### src/rtl/spi_target_pkg.sv
// Shared types and constants for the SPI mode-0 target.
//   state_t     : byte-engine state (IDLE, LOAD, SHIFT)
//   BYTE_W      : width of one SPI byte
//   SYNC_STAGES : flops used to bring each external SPI pin into the clk domain
package spi_target_pkg;

  typedef enum logic [1:0] {
    IDLE,
    LOAD,
    SHIFT
  } state_t;

  localparam int BYTE_W      = 8;
  localparam int SYNC_STAGES = 2;

endpackage

### src/rtl/spi_target_fifo.sv
// Synchronous first-word fall-through FIFO, used for the RX and TX byte queues.
//   clk, rst_n : clock, asynchronous active-low reset
//   push, din  : write din at the tail (ignored when full unless popping too)
//   pop        : drop the head entry (ignored when empty)
//   dout       : current head entry, reads as zero while empty
//   empty/full : occupancy status
module sync_fifo #(
  parameter int WIDTH = 8,
  parameter int DEPTH = 8
) (
  input  logic             clk,
  input  logic             rst_n,
  input  logic             push,
  input  logic             pop,
  input  logic [WIDTH-1:0] din,
  output logic [WIDTH-1:0] dout,
  output logic             empty,
  output logic             full
);

  localparam int AW = $clog2(DEPTH);
  localparam logic [AW:0] FULL_CNT = (AW + 1)'(DEPTH);

  logic [WIDTH-1:0] mem [DEPTH];
  logic [AW-1:0]    wr_ptr;
  logic [AW-1:0]    rd_ptr;
  logic [AW:0]      count;
  logic             pop_ok;
  logic             push_ok;

  assign empty   = (count == '0);
  assign full    = (count == FULL_CNT);
  assign pop_ok  = pop && !empty;
  // A pop in the same cycle frees a slot, so a push into a full FIFO still lands.
  assign push_ok = push && (!full || pop_ok);
  assign dout    = empty ? '0 : mem[rd_ptr];

  always_ff @(posedge clk) begin
    if (push_ok) begin
      mem[wr_ptr] <= din;
    end
  end

  // Pointers wrap naturally because DEPTH is a power of two.
  always_ff @(posedge clk or negedge rst_n) begin
    if (!rst_n) begin
      wr_ptr <= '0;
      rd_ptr <= '0;
      count  <= '0;
    end else begin
      if (push_ok) wr_ptr <= wr_ptr + AW'(1);
      if (pop_ok)  rd_ptr <= rd_ptr + AW'(1);
      case ({push_ok, pop_ok})
        2'b10:   count <= count + (AW + 1)'(1);
        2'b01:   count <= count - (AW + 1)'(1);
        default: count <= count;
      endcase
    end
  end

endmodule

### src/rtl/spi_target.sv
// SPI mode-0 target: an external master exchanges bytes with the core through
// an RX FIFO (bytes received on MOSI) and a TX FIFO (bytes sent on MISO).
//   clk, rst_n                : system clock, asynchronous active-low reset
//   sck_in, cs_n_in, mosi_in  : external SPI pins, asynchronous to clk
//   miso_out, miso_oe         : MISO data and its output enable (high while selected)
//   rd, dout, rx_avail, rx_full   : core side of the RX FIFO (dout is the head)
//   wr, din, tx_empty, tx_full    : core side of the TX FIFO
//   overrun, underrun, clr_err    : sticky error flags and their clear pulse
module spi_target
  import spi_target_pkg::*;
#(
  parameter int                DEPTH     = 8,
  parameter logic [BYTE_W-1:0] IDLE_BYTE = 8'hFF
) (
  input  logic              clk,
  input  logic              rst_n,
  input  logic              sck_in,
  input  logic              cs_n_in,
  input  logic              mosi_in,
  output logic              miso_out,
  output logic              miso_oe,
  input  logic              rd,
  input  logic              wr,
  input  logic [BYTE_W-1:0] din,
  output logic [BYTE_W-1:0] dout,
  output logic              rx_avail,
  output logic              rx_full,
  output logic              tx_empty,
  output logic              tx_full,
  output logic              overrun,
  output logic              underrun,
  input  logic              clr_err
);

  localparam int              BIT_W    = $clog2(BYTE_W);
  localparam logic [BIT_W-1:0] LAST_BIT = BIT_W'(BYTE_W - 1);

  logic [SYNC_STAGES-1:0] sck_sync;
  logic [SYNC_STAGES-1:0] cs_sync;
  logic [SYNC_STAGES-1:0] mosi_sync;
  logic                   sck_d;
  logic                   cs_d;
  logic                   sck_s;
  logic                   cs_s;
  logic                   mosi_s;
  logic                   sck_rise;
  logic                   sck_fall;
  logic                   cs_fall;
  logic                   cs_rise;

  state_t            state;
  logic [BIT_W-1:0]  bit_cnt;
  logic              byte_done;
  logic [BYTE_W-1:0] shift_tx;
  logic [BYTE_W-1:0] shift_rx;

  logic [BYTE_W-1:0] tx_dout;
  logic [BYTE_W-1:0] next_tx;
  logic [BYTE_W-1:0] rx_byte;
  logic              rx_empty;
  logic              rx_push;
  logic              tx_pop;
  logic              reload;
  logic              do_load;
  logic              overrun_evt;
  logic              underrun_evt;

  // Synchronizers preset to the idle bus (SCK low, CS deasserted) so reset
  // release never looks like an edge.
  always_ff @(posedge clk or negedge rst_n) begin
    if (!rst_n) begin
      sck_sync  <= '0;
      cs_sync   <= '1;
      mosi_sync <= '0;
      sck_d     <= 1'b0;
      cs_d      <= 1'b1;
    end else begin
      sck_sync  <= {sck_sync[SYNC_STAGES-2:0], sck_in};
      cs_sync   <= {cs_sync[SYNC_STAGES-2:0], cs_n_in};
      mosi_sync <= {mosi_sync[SYNC_STAGES-2:0], mosi_in};
      sck_d     <= sck_sync[SYNC_STAGES-1];
      cs_d      <= cs_sync[SYNC_STAGES-1];
    end
  end

  assign sck_s    = sck_sync[SYNC_STAGES-1];
  assign cs_s     = cs_sync[SYNC_STAGES-1];
  assign mosi_s   = mosi_sync[SYNC_STAGES-1];
  assign sck_rise = sck_s && !sck_d;
  assign sck_fall = !sck_s && sck_d;
  assign cs_fall  = !cs_s && cs_d;
  assign cs_rise  = cs_s && !cs_d;

  // A byte boundary is the first SCK fall after the 8th rise; byte_done tells
  // it apart from the bit_cnt==0 state right after LOAD.
  assign reload       = (state == SHIFT) && sck_fall && (bit_cnt == '0) && byte_done;
  assign do_load      = !cs_rise && !cs_fall && ((state == LOAD) || reload);
  assign next_tx      = tx_empty ? IDLE_BYTE : tx_dout;
  assign tx_pop       = do_load && !tx_empty;
  assign underrun_evt = do_load && tx_empty;

  assign rx_byte     = {shift_rx[BYTE_W-2:0], mosi_s};
  assign rx_push     = !cs_rise && !cs_fall && (state == SHIFT) && sck_rise
                       && (bit_cnt == LAST_BIT);
  assign overrun_evt = rx_push && rx_full && !rd;
  assign rx_avail    = !rx_empty;

  sync_fifo #(.WIDTH(BYTE_W), .DEPTH(DEPTH)) u_rx_fifo (
    .clk   (clk),
    .rst_n (rst_n),
    .push  (rx_push),
    .pop   (rd),
    .din   (rx_byte),
    .dout  (dout),
    .empty (rx_empty),
    .full  (rx_full)
  );

  sync_fifo #(.WIDTH(BYTE_W), .DEPTH(DEPTH)) u_tx_fifo (
    .clk   (clk),
    .rst_n (rst_n),
    .push  (wr),
    .pop   (tx_pop),
    .din   (din),
    .dout  (tx_dout),
    .empty (tx_empty),
    .full  (tx_full)
  );

  // Byte engine. CS edges take priority over everything else; a CS fall seen
  // mid-transfer simply restarts through LOAD. A new error outranks clr_err.
  always_ff @(posedge clk or negedge rst_n) begin
    if (!rst_n) begin
      state     <= IDLE;
      bit_cnt   <= '0;
      byte_done <= 1'b0;
      shift_tx  <= '0;
      shift_rx  <= '0;
      miso_out  <= 1'b1;
      miso_oe   <= 1'b0;
      overrun   <= 1'b0;
      underrun  <= 1'b0;
    end else begin
      overrun  <= (overrun && !clr_err) || overrun_evt;
      underrun <= (underrun && !clr_err) || underrun_evt;

      if (cs_rise) begin
        state     <= IDLE;
        miso_oe   <= 1'b0;
        miso_out  <= 1'b1;
        bit_cnt   <= '0;
        byte_done <= 1'b0;
      end else if (cs_fall) begin
        state     <= LOAD;
        bit_cnt   <= '0;
        byte_done <= 1'b0;
      end else begin
        case (state)
          IDLE: ;
          LOAD: begin
            shift_tx  <= next_tx;
            miso_out  <= next_tx[BYTE_W-1];
            miso_oe   <= 1'b1;
            bit_cnt   <= '0;
            byte_done <= 1'b0;
            state     <= SHIFT;
          end
          SHIFT: begin
            if (sck_rise) begin
              shift_rx  <= rx_byte;
              bit_cnt   <= bit_cnt + BIT_W'(1);
              byte_done <= (bit_cnt == LAST_BIT);
            end else if (sck_fall) begin
              if (bit_cnt != '0) begin
                miso_out <= shift_tx[LAST_BIT - bit_cnt];
              end else if (byte_done) begin
                shift_tx  <= next_tx;
                miso_out  <= next_tx[BYTE_W-1];
                byte_done <= 1'b0;
              end
            end
          end
          default: state <= IDLE;
        endcase
      end
    end
  end

endmodule

### config.mk
export PLATFORM = sky130hd
export DESIGN_NAME = spi_target
export DESIGN_NICKNAME = d
export VERILOG_FILES = /design/src/rtl/spi_target_pkg.sv /design/src/rtl/spi_target_fifo.sv /design/src/rtl/spi_target.sv
export SDC_FILE = /design/constraint.sdc
export NUM_CORES = 1
export LEC_CHECK = 0
export ABC_AREA = 1
export CAP_MARGIN = 20
export CORE_ASPECT_RATIO = 0.75
export CORE_MARGIN = 5
export CORE_UTILIZATION = 50
export CTS_BUF_LIST = sky130_fd_sc_hd__clkbuf_2 sky130_fd_sc_hd__clkbuf_4 sky130_fd_sc_hd__clkbuf_8
export DETAILED_ROUTE_END_ITERATION = 10
export PLACE_DENSITY = 0.68
export SKIP_LAST_GASP = 1
export SYNTH_ARGS = -nofsm -noshare
export SYNTH_HDL_FRONTEND = slang
export SYNTH_SLANG_ARGS = --single-unit
### constraint.sdc
create_clock -name clk -period 6.3 [get_ports clk]
set_clock_uncertainty 0.05 [all_clocks]
set_input_delay 1.26 -clock clk [delete_from_list [all_inputs] [get_ports clk]]
set_output_delay 1.26 -clock clk [all_outputs]
set_load 0.005 [all_outputs]
==> metrics.yaml, run 1 <==
wl_per_cell_um: 17.3
cap_violations: 0
area.sequential_um2: 5170
worstHoldStart: "sck_sync[0]"
vias: 4922
ys_ff_latch: 181
holdBufCountCts: 0
tightest_slew_ns: 1.11
drive_gt1_share_pct: 10.3
via_per_inst: 5.34
n_fill_cell: 1198
cts_resized: 0
finalSetupTns_ns: 0
n_antenna_cell: 0
setup_violations: 0
synth-seq-area-share_pct: 67.2
fmax_mhz: 214
required_ns: 4.99
h-tree-depth: 4
maxSlewViolCount: 0
drtAntennaViolNets: 0
synth_cells: 669
gp_congestion: 0.872
clock_path_buffers: 2
reg2reg_depth: 10
area_delta_synth_final_pct: 11.4
drc: 0
die_area_um2: 18000
place_ws_ns: 2.14
vdd_ir_drop_max_mv: 0.206
post-synth-top-count-cell: "edfxtp_1"
crit_type: "register to output pin"
cp-end-kind: "output pin"
path_clk_slew_ns: 0.09
path_max_fanout: 34
hold-path-endpoint: "sck_sync[1]"
die_h_um: 118
status: "completed"
fin_crit_ns: 4.67
slew_headroom_pct: 25.6
hold_class: "register to register"
synth_common_cells: "128 x edfxtp_1, 117 x nor2_1, 78 x o21ai_0"
netlist_top_cells_area: "edfxtp_1 50%, dfrtp_1 16%, nor2_1 5.7%"
nets: 739
period_share_pct: 74.1
drt-pass1-iter-count: 5
grtUsageTotal_pct: 18.4
grt_setup_unrepaired: "false"
syn-num-nets: 705
post-cts-setup-buffer-count: 0
crit-reg2reg-launch: "cs_sync[1]"
synth_edf_count: 128
grt_pass1_wl_um: 25900
place.port_buffers: 31
dieWidth_um: 153
design_power_total_mw: 3.47
clockRootBuffer: "clkbuf_8"
core_um2: 15200
grt_max_degree: 54
start_util_pct: 50.8
wl_um: 15900
cts_tree: "done"
grt_pass1_vias: 4941
ys_warn_count: 0
cts_made_buffers: 17
rows: 39
yosys.area.top_type: "edfxtp_1"
powerDensity_nw_per_um2: 404
ff2ff_setup_slack_ns: 3.44
multi_input_area_um2: 2230
grt_antenna_before_repair: 0
synth_ff_type: "edfxtp_1"
syn_area_um2: 7710
clkSinkCount: 181
detailed_place_hpwl_um: 10500
ys_types: 36
leakage_nw: 3.32
worstHoldPathCells: 0
insertion_delay_ns: 0.45
setup_slack_ns: 1.63
final_core_utilization_pct: 56.6
rr_endpoint: "u_rx_fifo.mem[3][5]"
ios: 32
final_hold_viol_count: 0
grt_remaining_overflow: 0
critPathArrivalTime_ns: 3.36
syn_area_per_cell_um2: 11.5
yosysTopAreaCellShare_pct: 49.9
drt_iter0_markers: 410
startpoint_type: "register"
async_flop_share_pct: 29.3
## metal layers
layer / GRT usage [%] / vias up / part of all wire [%]
li1: - / 2389 / -
met1: 28.2 / 2381 / 49
met4: 5.02 / 0 / 1.2
met2: 26.2 / 138 / 44
met3: 4.74 / 14 / 6.0
met5: 0 / - / 0
## worst max-delay path: stages (launching register included)
cell and delay (ns):
dfrtp_1 0.98, inv_1 0.68, o21ai_0 0.39, o22ai_1 0.11, o21ai_0 0.18, a31oi_1 0.07
clkdlybuf4s50_1 0.48
## worst max path at each step
stage,cells past startpoint,startpoint,slack (ns),to
4_1_cts,6,u_rx_fifo.rd_ptr[0],1.64,dout[1]
6_report,6,u_rx_fifo.rd_ptr[0],1.63,dout[2]
3_3_place_gp,6,u_rx_fifo.rd_ptr[0],2.30,dout[0]
5_1_grt,6,u_rx_fifo.rd_ptr[0],1.30,dout[6]
3_5_place_dp,6,u_rx_fifo.rd_ptr[0],2.14,dout[1]
2_1_floorplan,5,rd,3.76,u_rx_fifo.mem[4][0]
## cells by family after synthesis
logic type | after synthesis | synth area share, %
flops | 181 | 67.2
simple gates | 245 | 14.0
fa+ha+maj | 20 | 3.44
compound gates | 133 | 9.45
mux | 7 | 1.02
xor+xnor | 9 | 1.02
buf+inv | 74 | 3.95
## final cells by class
class | count | share of cell area (%)
clock inverter | 14 | 1.78
tap | 205 | 2.99
sequential | 181 | 60.3
multi-input combinational | 414 | 25.9
timing repair buffer | 33 | 3.73
clock buffer | 18 | 2.81
inverter | 56 | 2.45
## state kept, by name, summed over array words and instances, names as in the netlist, 4 cells and up
name             cells
u_tx_fifo.mem       64
shift_tx             8
u_rx_fifo.count      4
shift_rx             7
u_rx_fifo.mem       64
u_tx_fifo.count      4
## metrics by stage
| step | cells | hold WS, ns | instance area, um^2 |
|---|---|---|---|
| floorplan | 669 | 0.281 | 7710 |
| global placement | 889 | 0.286 | 8190 |
| detailed placement | 889 | 0.286 | 8190 |
| CTS | 921 | 0.304 | 8580 |
| global route | 921 | 0.303 | 8580 |
| finish | 921 | 0.301 | 8580 |
## cell usage in the layout (no fill, tap or decap), types with 2 or more instances in the layout
| cell type | n |
|---|---|
| clkdlybuf4s50_1 | 30 |
| nand3b_1 | 2 |
| clkinv_2 | 2 |
| o21ai_0 | 78 |
| nand2_1 | 76 |
| o21ai_1 | 9 |
| xor2_1 | 7 |
| inv_2 | 8 |
| nand2_2 | 9 |
| clkinv_1 | 3 |
| nor4_4 | 2 |
| clkinvlp_4 | 2 |
| dfrtp_1 | 49 |
| clkinv_4 | 4 |
| o221ai_1 | 6 |
| o22ai_1 | 18 |
| edfxtp_1 | 128 |
| dfstp_2 | 4 |
| fa_1 | 2 |
| xnor2_1 | 2 |
| inv_6 | 2 |
| a21oi_1 | 10 |
| a31oi_1 | 10 |
| nor2_2 | 5 |
| clkbuf_8 | 17 |
| nand3_1 | 26 |
| mux2_2 | 7 |
| buf_4 | 2 |
| nand3_2 | 2 |
| inv_1 | 46 |
| bufinv_16 | 2 |
| ha_1 | 18 |
| nor2_1 | 117 |
## power by group
part / switching, mW / internal [mW] / leakage, nW
clock: 0.412 / 0.361 / 0.196
combinational: 0.674 / 0.427 / 1.29
sequential: 0.153 / 1.44 / 1.83
Power figures use the tool's default switching activity.
==> run 2: changes to the inputs <==
==> constraint.sdc (replaced) <==
create_clock -name clk -period 4.35 [get_ports clk]
set_clock_uncertainty 0.05 [all_clocks]
set_input_delay 0.87 -clock clk [delete_from_list [all_inputs] [get_ports clk]]
set_output_delay 0.87 -clock clk [all_outputs]
set_load 0.005 [all_outputs]
==> run 2 against run 1 <==
Compared with the run above:
- die area did not move
- worst setup slack got worse by 1.1 ns
- total power rose by 41%
- via count rose by 0.77%
- clock power rose by 29%
- hold slack improved by 0.0026 ns
- count of clock-buffer cells in the layout rose by 3
- register-to-register slack got worse by 1.9 ns
- sequential power rose by 42%
- critical path depth rose by 1
- sequential share of layout area rose by 0.32 points
- first-iteration DRC count rose by 1.7%
- largest cell class unchanged
==> metrics.yaml, run 2 (synthesis results as in run 1) <==
drtAntennaViolNets: 0  # unchanged
n_antenna_cell: 0  # unchanged
via_per_inst: 5.38  # +0.66%
die_h_um: 118  # unchanged
wl_um: 15500  # -2.2%
drt_iter0_markers: 417  # +1.7%
period_share_pct: 88.2
final_hold_viol_count: 0  # unchanged
grt_pass1_wl_um: 25400  # -2.1%
grt_antenna_before_repair: 0  # unchanged
grt_remaining_overflow: 0  # unchanged
post-cts-setup-buffer-count: 0  # unchanged
critPathArrivalTime_ns: 2.92  # -0.44 ns
dieWidth_um: 153  # unchanged
path_max_fanout: 34  # unchanged
fmax_mhz: 261
wl_per_cell_um: 16.9  # -2.3%
gp_congestion: 0.854  # -2.1%
nets: 740  # +0.14%
drt-pass1-iter-count: 5  # unchanged
grt_max_degree: 54  # unchanged
core_um2: 15200  # unchanged
fin_crit_ns: 3.84
cts_made_buffers: 17  # unchanged
crit_family: "buffers and inverters"
insertion_delay_ns: 0.45  # about the same
required_ns: 3.43  # -1.56 ns
grt_pass1_vias: 4864  # -1.6%
path_depth: 7  # +1
drive_gt1_share_pct: 10.5  # +0.13 points
holdBufCountCts: 0  # unchanged
rows: 39  # unchanged
cpPeakStageDelay_ns: 0.67  # -0.31 ns
clock_path_buffers: 2  # unchanged
vdd_ir_drop_max_mv: 0.346  # +68%
crit_type: "register to output pin"
worstPathCellList: "buf_4 > inv_1 > o21ai_0 > o22ai_1 > o21ai_0 > a31oi_1 > clkdlybuf4s50_1"
layout_commonest_cell: "edfxtp_1"
slowest_stage: "inv_1"
final_cell_mix: "128 x edfxtp_1, 117 x nor2_1, 78 x o21ai_0, 76 x nand2_1, 49 x dfrtp_1"
maxSlewViolCount: 0  # unchanged
path_buf_inv: 3  # +1
startpoint_type: "register"
top_regs: "u_rx_fifo.mem (64), u_tx_fifo.mem (64), shift_tx (8)"
cts_tree: "done"
drc: 0  # unchanged
place.port_buffers: 31  # unchanged
slew_headroom_pct: 33.3  # +7.7 points
grtUsageTotal_pct: 18.0  # -0.33 points
path_clk_slew_ns: 0.09  # about the same
cts_resized: 0  # unchanged
clockRootBuffer: "clkbuf_8"
whs_ns: 0.303  # +0.00262 ns
powerDensity_nw_per_um2: 575  # +42%
cp_common_cell: "o21ai_0"
h-tree-depth: 4  # unchanged
n_fill_cell: 1227  # +2.4%
status: "completed"
cp-end-kind: "output pin"
reg2reg_depth: 12  # +2
tightest_slew_ns: 0.997  # -0.116 ns
vias: 4960  # +0.77%
leakage_nw: 3.30  # -0.47%
worstHoldPathCells: 0  # unchanged
finalSetupTns_ns: 0  # unchanged
hold_class: "register to register"
detailed_place_hpwl_um: 10500  # +0.34%
grt_setup_unrepaired: "false"
clkSinkCount: 181  # unchanged
die_area_um2: 18000  # unchanged
cap_violations: 0  # unchanged
start_util_pct: 50.8  # unchanged
area_delta_synth_final_pct: 10.8
ios: 32  # unchanged
setup_violations: 0  # unchanged
[run 2: cell type report]
class	count	area, um^2	share of cell area (%)
clock buffers	21	264	3.09
well taps	205	256	3.00
clock inverters	11	77.6	0.909
inverters	56	210	2.46
flip-flops and latches	181	5170	60.6
repair buffers	34	328	3.84
multi-input cells	414	2230	26.1
[run 2: worst paths after layout]
path / end / startpoint / slack (ns)
setup reg to reg: u_tx_fifo.mem[5][4] / cs_sync[1] / 1.54
hold / removal: mosi_sync[1] / mosi_sync[0] / 0.30
hold reg to reg: mosi_sync[1] / mosi_sync[0] / 0.30
max in group asynchronous: shift_tx[5] / rst_n / 3.27
setup / recovery: dout[5] / u_rx_fifo.rd_ptr[0] / 0.51
min in group asynchronous: u_tx_fifo.count[0] / rst_n / 0.50
[run 2: routing by layer]
metal	GRT usage (%)	wire [um]	up-vias
li1	-	-	2393
met3	4.63	1060	17
met2	26.0	6980	178
met1	27.0	7300	2372
met4	5.85	198	0
met5	0	0	-
[run 2: power breakdown]
| part | total [mW] | internal (mW) | switching, mW |
|---|---|---|---|
| combinational | 1.64 | 0.623 | 1.02 |
| sequential | 2.27 | 2.09 | 0.180 |
| clock | 0.996 | 0.422 | 0.574 |
| total | 4.91 | 3.14 | 1.77 |
[run 2: stage by stage]
stage	power, mW	cells	util [%]	setup slack (ns)	cell area [um^2]
after detailed placement	3.95	890	54.0	1.03	8200
after global placement	3.86	890	54.0	1.17	8200
after global routing	5.25	922	56.3	0.186	8540
after CTS	4.94	922	56.3	0.506	8540
final	4.91	922	56.3	0.514	8540
after floorplan	3.38	669	-	1.87	7710
==> run 3: changes to the inputs <==
--- a/config.mk
+++ b/config.mk
@@ -9,10 +9,9 @@
 export CAP_MARGIN = 20
 export CORE_ASPECT_RATIO = 0.75
 export CORE_MARGIN = 5
-export CORE_UTILIZATION = 50
+export CORE_UTILIZATION = 45
 export CTS_BUF_LIST = sky130_fd_sc_hd__clkbuf_2 sky130_fd_sc_hd__clkbuf_4 sky130_fd_sc_hd__clkbuf_8
 export DETAILED_ROUTE_END_ITERATION = 10
-export PLACE_DENSITY = 0.68
 export SKIP_LAST_GASP = 1
 export SYNTH_ARGS = -nofsm -noshare
 export SYNTH_HDL_FRONTEND = slang
==> run 3 against run 2 <==
Compared with the run above:
- routed wire length up 1.2%
- total power is 2.2% higher
- first-iteration DRC count up 22%
- fmax up 0.93%
- final cell count increased by 1.2%
- hold slack improved by 0.0078 ns
- flip-flop and latch count stayed put
- final area is 0.81% higher
==> metrics.yaml, run 3 (synthesis results as in run 1) <==
cts_resized: 0  # unchanged
layout_commonest_cell: "edfxtp_1"
cp_common_cell: "o21ai_0"
final_hold_viol_count: 0  # unchanged
nets: 741  # +0.14%
path_clk_slew_ns: 0.10  # about the same
required_ns: 3.43  # about the same
drc: 0  # unchanged
worstHoldPathCells: 0  # unchanged
grt_pass1_wl_um: 25400  # about the same
core_um2: 16800  # +11%
drt_iter0_markers: 508  # +22%
startpoint_type: "register"
via_per_inst: 5.33  # -0.84%
finalSetupTns_ns: 0  # unchanged
top_regs: "u_rx_fifo.mem (64), u_tx_fifo.mem (64), shift_tx (8)"
period_share_pct: 87.4  # -0.81 points
ff2ff_setup_slack_ns: 1.49  # -0.05 ns
wl_per_cell_um: 16.8  # about the same
final_cell_mix: "128 x edfxtp_1, 117 x nor2_1, 78 x o21ai_0, 76 x nand2_1, 49 x dfrtp_1"
tightest_slew_ns: 0.975  # -0.0214 ns
p_comb_share_pct: 32.5  # -0.9 points
place_ws_ns: 1.07  # +0.0469 ns
area_delta_synth_final_pct: 11.7
rows: 41  # +5.1%
clock_path_buffers: 2  # unchanged
slew_headroom_pct: 34.7  # +1.4 points
grt_max_degree: 35  # -35%
p_clk_share_pct: 22.1  # +1.8 points
setup_slack_ns: 0.549  # +0.0353 ns
post-cts-setup-buffer-count: 0  # unchanged
clockRootBuffer: "clkbuf_8"
gp_congestion: 0.882  # +3.3%
worstPathCellList: "buf_4 > inv_1 > o21ai_0 > o22ai_1 > o21ai_0 > a31oi_1 > clkdlybuf4s50_1"
clkSinkCount: 181  # unchanged
critPathArrivalTime_ns: 2.88  # -0.04 ns
die_h_um: 123  # +4.9%
drtAntennaViolNets: 0  # unchanged
slowest_stage: "inv_1"
powerDensity_nw_per_um2: 583  # +1.3%
grt_antenna_before_repair: 0  # unchanged
grt_pass1_vias: 4792  # -1.5%
grt_setup_unrepaired: "false"
crit_family: "buffers and inverters"
die_area_um2: 19900  # +10%
fin_area_um2: 8610  # +0.81%
vdd_ir_drop_max_mv: 0.271  # -22%
drive_gt1_share_pct: 10.7  # +0.26 points
path_buf_inv: 3  # unchanged
status: "completed"
leakage_nw: 3.33  # +0.76%
cap_violations: 0  # unchanged
crit_type: "register to output pin"
wl_um: 15700  # +1.2%
p_int_mw: 3.20  # +2.0%
p_sw_share_pct: 36.2  # +0.10 points
start_util_pct: 45.8  # -5.0 points
grtUsageTotal_pct: 16.8  # -1.3 points
n_antenna_cell: 0  # unchanged
h-tree-depth: 4  # unchanged
cp-end-kind: "output pin"
drt-pass1-iter-count: 5  # unchanged
pwr-share-seq_pct: 45.4  # -0.9 points
fin_crit_ns: 3.80  # -0.0353 ns
ios: 32  # unchanged
path_max_fanout: 34  # unchanged
p_sw_mw: 1.81  # +2.5%
cpPeakStageDelay_ns: 0.66  # about the same
detailed_place_hpwl_um: 10400  # -0.48%
n_fill_cell: 1405  # +15%
cts_made_buffers: 17  # unchanged
hold_class: "register to register"
grt_remaining_overflow: 0  # unchanged
maxSlewViolCount: 0  # unchanged
holdBufCountCts: 0  # unchanged
path_depth: 7  # unchanged
reg2reg_depth: 12  # unchanged
place.port_buffers: 31  # unchanged
insertion_delay_ns: 0.46  # about the same
cts_tree: "done"
placed_cell_area_um2: 8220  # +0.24%
fmax_mhz: 263  # +0.93%
vias: 4977  # +0.34%
dieWidth_um: 161  # +5.1%
setup_violations: 0  # unchanged
-- run 3: cell count changes in the layout (fill, tap and decap cells not counted) --
cell       change
buf_4          +1
bufinv_16      +1
clkbuf_4       -2
clkinv_1       -1
clkinv_2       -2
clkinv_4       -1
clkinv_8       +1
inv_6          +2
inv_8          +2
-- run 3: metal layers --
| layer | up-vias | wire length (um) | track usage [%] |
|---|---|---|---|
| met5 | - | 0 | 0 |
| met4 | 0 | 149 | 5.17 |
| met3 | 13 | 1120 | 4.07 |
| met2 | 173 | 7000 | 24.8 |
| met1 | 2400 | 7450 | 24.7 |
| li1 | 2391 | - | - |
-- run 3: final timing paths --
check,startpoint,endpoint
setup / recovery,u_rx_fifo.rd_ptr[0],dout[6]
hold / removal,cs_sync[0],cs_sync[1]
setup reg to reg,cs_sync[1],u_tx_fifo.mem[7][1]
hold reg to reg,cs_sync[0],cs_sync[1]
max in group asynchronous,rst_n,cs_d
min in group asynchronous,rst_n,sck_sync[0]
-- run 3: power groups by stage --
| stage | combinational [mW] | sequential (mW) | clock [mW] |
|---|---|---|---|
| after global routing | 1.85 | 2.30 | 1.22 |
| after CTS | 1.64 | 2.27 | 1.13 |
| final | 1.63 | 2.28 | 1.11 |
| after floorplan | 1.15 | 2.23 | 0 |
| after detailed placement | 1.63 | 2.31 | 0 |
| after global placement | 1.58 | 2.30 | 0 |
-- run 3: area by class of cell --
| cell class | instances | area, um^2 | area share (%) |
|---|---|---|---|
| Clock buffer | 19 | 249 | 2.89 |
| Clock inverter | 13 | 141 | 1.64 |
| Inverter | 56 | 210 | 2.44 |
| Multi-Input combinational cell | 414 | 2230 | 25.9 |
| Sequential cell | 181 | 5170 | 60.1 |
| Tap cell | 215 | 269 | 3.13 |
| Timing Repair Buffer | 35 | 335 | 3.90 |
-- run 3: worst reg2reg max path, stage by stage (launching register included) --
cell and delay (ns):
dfstp_2 0.55, inv_1 0.05, ha_1 0.33, nand2_1 0.08
inv_2 0.09, nand3_2 0.09, nand2_2 0.10, inv_2 0.05
nand2_2 0.05, nand2_2 0.07, inv_1 0.10, nand2_1 0.11
nor2_1 0.75
-- run 3: metrics by stage --
step                      util, %  hold WS, ns  power [mW]  instances
after global routing         51.2        0.315        5.37        933
after global placement       48.8        0.288        3.88        901
after floorplan                 -        0.281        3.38        669
after CTS                    51.2        0.312        5.04        933
final                        51.2        0.311        5.01        933
after detailed placement     48.8        0.286        3.94        901
